<file path="src/rtl/alarme_ctrl.sv">
// Clocked K-of-N alarm controller: per-channel sensor debounce, registered vote count,
// arm/disarm control, entry-delay countdown, time-limited siren and a latched trip mask.
module alarme_ctrl #(
    parameter int unsigned N_SENSORS    = 3,
    parameter int unsigned VOTE         = 2,
    parameter int unsigned DEBOUNCE     = 4,
    parameter int unsigned ENTRY_DELAY  = 8,
    parameter int unsigned SIREN_CYCLES = 16
) (
    input  logic                           clk_i,
    input  logic                           rst_i,
    input  logic                           arm_i,
    input  logic                           disarm_i,
    input  logic [N_SENSORS-1:0]           sensors_i,
    output logic                           armed_o,
    output logic                           pending_o,
    output logic                           siren_o,
    output logic                           tripped_o,
    output logic [N_SENSORS-1:0]           trip_mask_o,
    output logic [$clog2(N_SENSORS+1)-1:0] active_cnt_o
);

    localparam int unsigned CntW = $clog2(N_SENSORS + 1);
    localparam int unsigned DbW  = $clog2(DEBOUNCE + 1);
    // Keep the delay counter at least one bit wide even when the entry delay is disabled.
    localparam int unsigned DlyW = (ENTRY_DELAY > 0) ? $clog2(ENTRY_DELAY + 1) : 1;
    localparam int unsigned SirW = $clog2(SIREN_CYCLES + 1);

    localparam logic [DbW-1:0]  DbMax   = DbW'(DEBOUNCE);
    localparam logic [DlyW-1:0] DlyLoad = DlyW'((ENTRY_DELAY > 0) ? (ENTRY_DELAY - 1) : 0);
    localparam logic [SirW-1:0] SirLoad = SirW'(SIREN_CYCLES - 1);
    localparam logic [CntW-1:0] VoteThr = CntW'(VOTE);

    typedef enum logic [2:0] {
        StDisarmed,
        StArmed,
        StPending,
        StAlarm,
        StTripped
    } state_e;

    state_e                state_q, state_d;
    logic [DbW-1:0]        db_cnt_q [N_SENSORS];
    logic [DbW-1:0]        db_cnt_d [N_SENSORS];
    logic [N_SENSORS-1:0]  deb_active;
    logic [CntW-1:0]       active_cnt_q, active_cnt_d;
    logic [DlyW-1:0]       dly_q, dly_d;
    logic [SirW-1:0]       sir_q, sir_d;
    logic [N_SENSORS-1:0]  mask_q, mask_d;
    logic                  armed_q, pending_q, siren_q, tripped_q;
    logic                  vote_hit;

    // Per-channel debounce: count consecutive high cycles, saturate, clear on any low cycle.
    always_comb begin
        for (int i = 0; i < N_SENSORS; i++) begin
            db_cnt_d[i] = '0;
            if (sensors_i[i]) begin
                db_cnt_d[i] = (db_cnt_q[i] == DbMax) ? db_cnt_q[i] : db_cnt_q[i] + DbW'(1);
            end
            deb_active[i] = (db_cnt_q[i] == DbMax);
        end
    end

    // Popcount of the debounced-active vector, registered before it feeds the vote.
    always_comb begin
        active_cnt_d = '0;
        for (int i = 0; i < N_SENSORS; i++) begin
            active_cnt_d = active_cnt_d + CntW'(deb_active[i]);
        end
    end

    assign vote_hit = (active_cnt_q >= VoteThr);

    // Next-state logic; disarm overrides every state and clears all trip bookkeeping.
    always_comb begin
        state_d = state_q;
        dly_d   = dly_q;
        sir_d   = sir_q;
        mask_d  = mask_q;
        if (disarm_i) begin
            state_d = StDisarmed;
            dly_d   = '0;
            sir_d   = '0;
            mask_d  = '0;
        end else begin
            unique case (state_q)
                StDisarmed: begin
                    // Refuse to arm while any sensor is already active.
                    if (arm_i && (active_cnt_q == '0)) begin
                        state_d = StArmed;
                    end
                end
                StArmed: begin
                    if (vote_hit) begin
                        mask_d = deb_active;
                        if (ENTRY_DELAY == 0) begin
                            state_d = StAlarm;
                            sir_d   = SirLoad;
                        end else begin
                            state_d = StPending;
                            dly_d   = DlyLoad;
                        end
                    end
                end
                StPending: begin
                    if (dly_q == '0) begin
                        state_d = StAlarm;
                        sir_d   = SirLoad;
                    end else begin
                        dly_d = dly_q - DlyW'(1);
                    end
                end
                StAlarm: begin
                    if (sir_q == '0) begin
                        state_d = StTripped;
                    end else begin
                        sir_d = sir_q - SirW'(1);
                    end
                end
                StTripped: begin
                    state_d = StTripped;
                end
                default: begin
                    state_d = StDisarmed;
                end
            endcase
        end
    end

    // State, counters and registered outputs; outputs decode the next state so they
    // reflect the state entered on the same edge.
    always_ff @(posedge clk_i) begin
        if (rst_i) begin
            state_q      <= StDisarmed;
            for (int i = 0; i < N_SENSORS; i++) begin
                db_cnt_q[i] <= '0;
            end
            active_cnt_q <= '0;
            dly_q        <= '0;
            sir_q        <= '0;
            mask_q       <= '0;
            armed_q      <= 1'b0;
            pending_q    <= 1'b0;
            siren_q      <= 1'b0;
            tripped_q    <= 1'b0;
        end else begin
            state_q      <= state_d;
            for (int i = 0; i < N_SENSORS; i++) begin
                db_cnt_q[i] <= db_cnt_d[i];
            end
            active_cnt_q <= active_cnt_d;
            dly_q        <= dly_d;
            sir_q        <= sir_d;
            mask_q       <= mask_d;
            armed_q      <= (state_d != StDisarmed);
            pending_q    <= (state_d == StPending);
            siren_q      <= (state_d == StAlarm);
            tripped_q    <= (state_d == StTripped);
        end
    end

    assign armed_o      = armed_q;
    assign pending_o    = pending_q;
    assign siren_o      = siren_q;
    assign tripped_o    = tripped_q;
    assign trip_mask_o  = mask_q;
    assign active_cnt_o = active_cnt_q;

endmodule

</file>
<file path="config.mk">
export PLATFORM = sky130hd
export DESIGN_NAME = alarme_ctrl
export DESIGN_NICKNAME = d
export VERILOG_FILES = /design/src/rtl/alarme_ctrl.sv
export SDC_FILE = /design/constraint.sdc
export NUM_CORES = 1
export LEC_CHECK = 0
export CORE_MARGIN = 5
export CORE_UTILIZATION = 40
export CTS_CLUSTER_SIZE = 12
export DETAILED_ROUTE_END_ITERATION = 10
export SYNTH_ARGS = -nofsm -noshare
export SYNTH_HDL_FRONTEND = slang
export SYNTH_SLANG_ARGS = --single-unit
</file>
<file path="constraint.sdc">
create_clock -name clk_i -period 2.4 [get_ports clk_i]
set_clock_uncertainty 0.15 [all_clocks]
set_input_delay 0.24 -clock clk_i [delete_from_list [all_inputs] [get_ports clk_i]]
set_output_delay 0.24 -clock clk_i [all_outputs]
set_load 0.05 [all_outputs]
</file>
==> impl_results.md <==
* Post-DR vias/cell at between 4 and 5
* Peak VDD IR at roughly 300 uV
* GRT Residual Overflow at 0
* Post-DP HPWL at 2120 um
* Synth cell types at 37
* Synth Area in Simple Gates at 27.2%
* Postcts setup bufs at 0
* Core Region at 3360 um^2
* Worst Reg-to-Reg Cells at 6
* CTS tree: done
* Syn nets at between 150 and 200
* Critical path required time at 2.01 ns
* Total wire length at around 2800 um
* Nets at 196
* Crit path DAT at approximately 1.5 ns
* Area share of fa/ha/maj cells after synthesis at a little under a tenth
* Vias at 1113
* Final worst-path cycle share at between 80 and 90%
* Starting DRT DRC Count at 40
* Worst skew pair latency at 0.32 ns
* Leakage at 0.000643 uW
* Layout area overhead at 17.1%
* Maximum clock rate at 518 MHz
* DRT Pass-1 Iters at 4
* WS Path Type: reg2out
* CTS resizes at 0
* RePlAce Congestion at 0.746
* Routed Antenna Nets at 0
* FP Rows at 21
* Initial antenna violation count at 0
* Final Setup Violations at 0
* Synthesized area per cell at 8.79 um^2
* Post-Syn Instances at between 150 and 200
* Top Metal Used: met4
* CP Max Fanout at 4
* Share of layout cells above drive strength 1 at slightly below 8%
* Final Max Tran Viols at 0
* Crit-path cells: clkdlybuf4s50_1
* Synth Area in Compound Gates at 11.6%
* WP buf/inv at 1
* Cell Area, Synth at ~1400 um^2
* Met1 WL at 1220 um
* Main combinational cell family by area after synthesis: simple AND/OR/NAND/NOR gates
* Startpoint Class: register
* Sequential fraction of the synthesis area at 42.7%
* # clock sinks at 30
* RSZ-0062 raised after global routing: no
* Relative slew slack at 66.4%
* Critical Path Max Stage Delay at 0.83 ns
* Status: finished clean
* Worst-margin pin slew at 0.503 ns
* Yosys reg bits at 30
* Met2 WL at 1290 um
* Period minus WS final at just under 2 ns
* CTS H-tree lvls at 2
* Hold Crit Class: reg2reg
* Pwr Density at 517 nW/um^2
* CTS max path bufs at 2
* DIE HEIGHT at slightly below 70 um
* GR Util All Layers at 12.6%
* Fill cell count at roughly 350
* Number of cells on the critical path at 1
* Area post-placement at 1600 um^2
* Wire length on met3 at 180 um
* Final hold vios at 0
* CP top delay family: buffers and inverters
* Io pins at 16
* First-pass GRT wire length at approximately 4800 um
* CTS Root Cell: clkbuf_4
* Total chip power at roughly 850 uW
* Vias in the first global route at ~1100
* Wirelength per Cell at 12.3 um
* Fin area at 1650 um^2
* CP endpoint kind: primary output
* Slowest cell on the critical path: clkdlybuf4s50_1
* Most common cell after layout, fill and taps aside: dfxtp_1
* Die X at 69.3 um
* Die area at 4800 um^2
* # port buffers at 15
* YS warnings at 0
* Setup tns final at 0 ns
* Max cap viols at 0
* Largest net degree at the start of global routing at 14
* Most frequent cells in the layout: dfxtp_1 (30), nand2_1 (25), nor2_1 (20)
* Worst-path clk slew at 0.09 ns
* Fin util at between 40 and 50%
* Hold Path Stages at 2
* Clock buffer count from CTS at 5
* Post-Synth XOR/XNOR Area at 3.74%
* Drt drc at 0
* Inserted Diodes at 0
* Post-synthesis mux area share at 0%
* Hold Buf Count CTS at 0
* Initial core utilization at 41.8%
-- worst reg2reg max path, stage by stage (launching register included) --
cell and delay [ns]:
dfxtp_1 0.34, inv_1 0.08, ha_1 0.17, nor4b_4 0.28, nor2_2 0.12, o311ai_2 0.40, o221ai_2 0.16
-- area by class of cell --
cell class | instances | area, um^2 | area share (%)
clock buffers | 6 | 51.3 | 3.12
inverters | 15 | 56.3 | 3.42
multi-input cells | 112 | 731 | 44.4
flip-flops and latches | 30 | 601 | 36.5
well taps | 46 | 57.6 | 3.50
repair buffers | 15 | 150 | 9.12
-- per-stage QoR --
step	setup WS [ns]	cells	hold slack (ns)
5_1_grt	0.428	224	0.342
3_3_place_gp	0.612	218	0.309
3_5_place_dp	0.582	218	0.307
2_1_floorplan	0.734	160	0.162
4_1_cts	0.451	224	0.325
6_report	0.468	224	0.326
-- registers in the layout, indices dropped and copies added, names as in the netlist --
| register | cells |
|---|---|
| db_cnt_q | 9 |
| sir_q | 5 |
| dly_q | 4 |
| state_q | 3 |
| trip_mask_o | 3 |
| active_cnt_o | 2 |
| armed_o | 1 |
| pending_o | 1 |
| siren_o | 1 |
| tripped_o | 1 |
-- power breakdown --
part           leakage [uW]  switching, uW  internal (uW)  total, uW
Sequential         0.000243           6.59            504        511
Combinational      0.000370           26.2           22.7       48.9
Clock             0.0000302            160            132        292
-- cells by family after synthesis --
group                    count (synthesis)
buffers and inverters                   18
flip-flops                              30
AO/OA/AOI/OAI                           21
AND/OR/NAND/NOR                         75
XOR/XNOR                                 6
adder cells (fa/ha/maj)                 10
-- synthesized netlist by cell type --
library cell   n  area share (%)
nor2b_1        4             1.8
nor2_2         2            0.89
or2_2          1            0.45
xnor2_1        4             2.5
inv_1         15             4.0
nor4b_4        1             1.7
a21oi_1        7             2.5
nand3_1        3             1.1
nand2_1       25             6.7
o21ai_1        1            0.36
or3b_1         2             1.2
nand3b_1       1            0.53
a311oi_1       1            0.62
o311a_1        1            0.71
buf_6          1            0.80
nor3b_1        1            0.53
and3_1         2            0.89
nand4b_1       1            0.62
o221ai_2       1             1.1
nand4_1        1            0.45
nor2_1        20             5.3
o311ai_2       1             1.2
o21a_1         2             1.1
o22ai_2        1            0.89
a31oi_1        1            0.45
a211oi_1       3             1.6
ha_1           9             8.0
and3b_1        1            0.62
nor3b_2        1            0.89
clkbuf_1       2            0.53
or4b_1         1            0.71
xor2_1         2             1.2
fa_1           1             1.4
a22oi_1        1            0.53
dfxtp_1       30              43
a221oi_1       1            0.62
nor3_1         8             2.8
-- final timing paths --
path                        start  slack (ns)         endpoint
hold / removal     trip_mask_o[2]        0.33   trip_mask_o[2]
setup reg to reg         sir_q[0]        0.56          armed_o
hold reg to reg    trip_mask_o[2]        0.33   trip_mask_o[2]
setup / recovery  active_cnt_o[1]        0.47  active_cnt_o[1]
-- metal layers --
metal,vias to the layer above,GRT usage (%)
met1,505,14.8
met4,0,7.16
met2,27,19.7
li1,574,-
met3,7,4.64
met5,-,0
No activity file was read; power rests on OpenSTA's default activity.
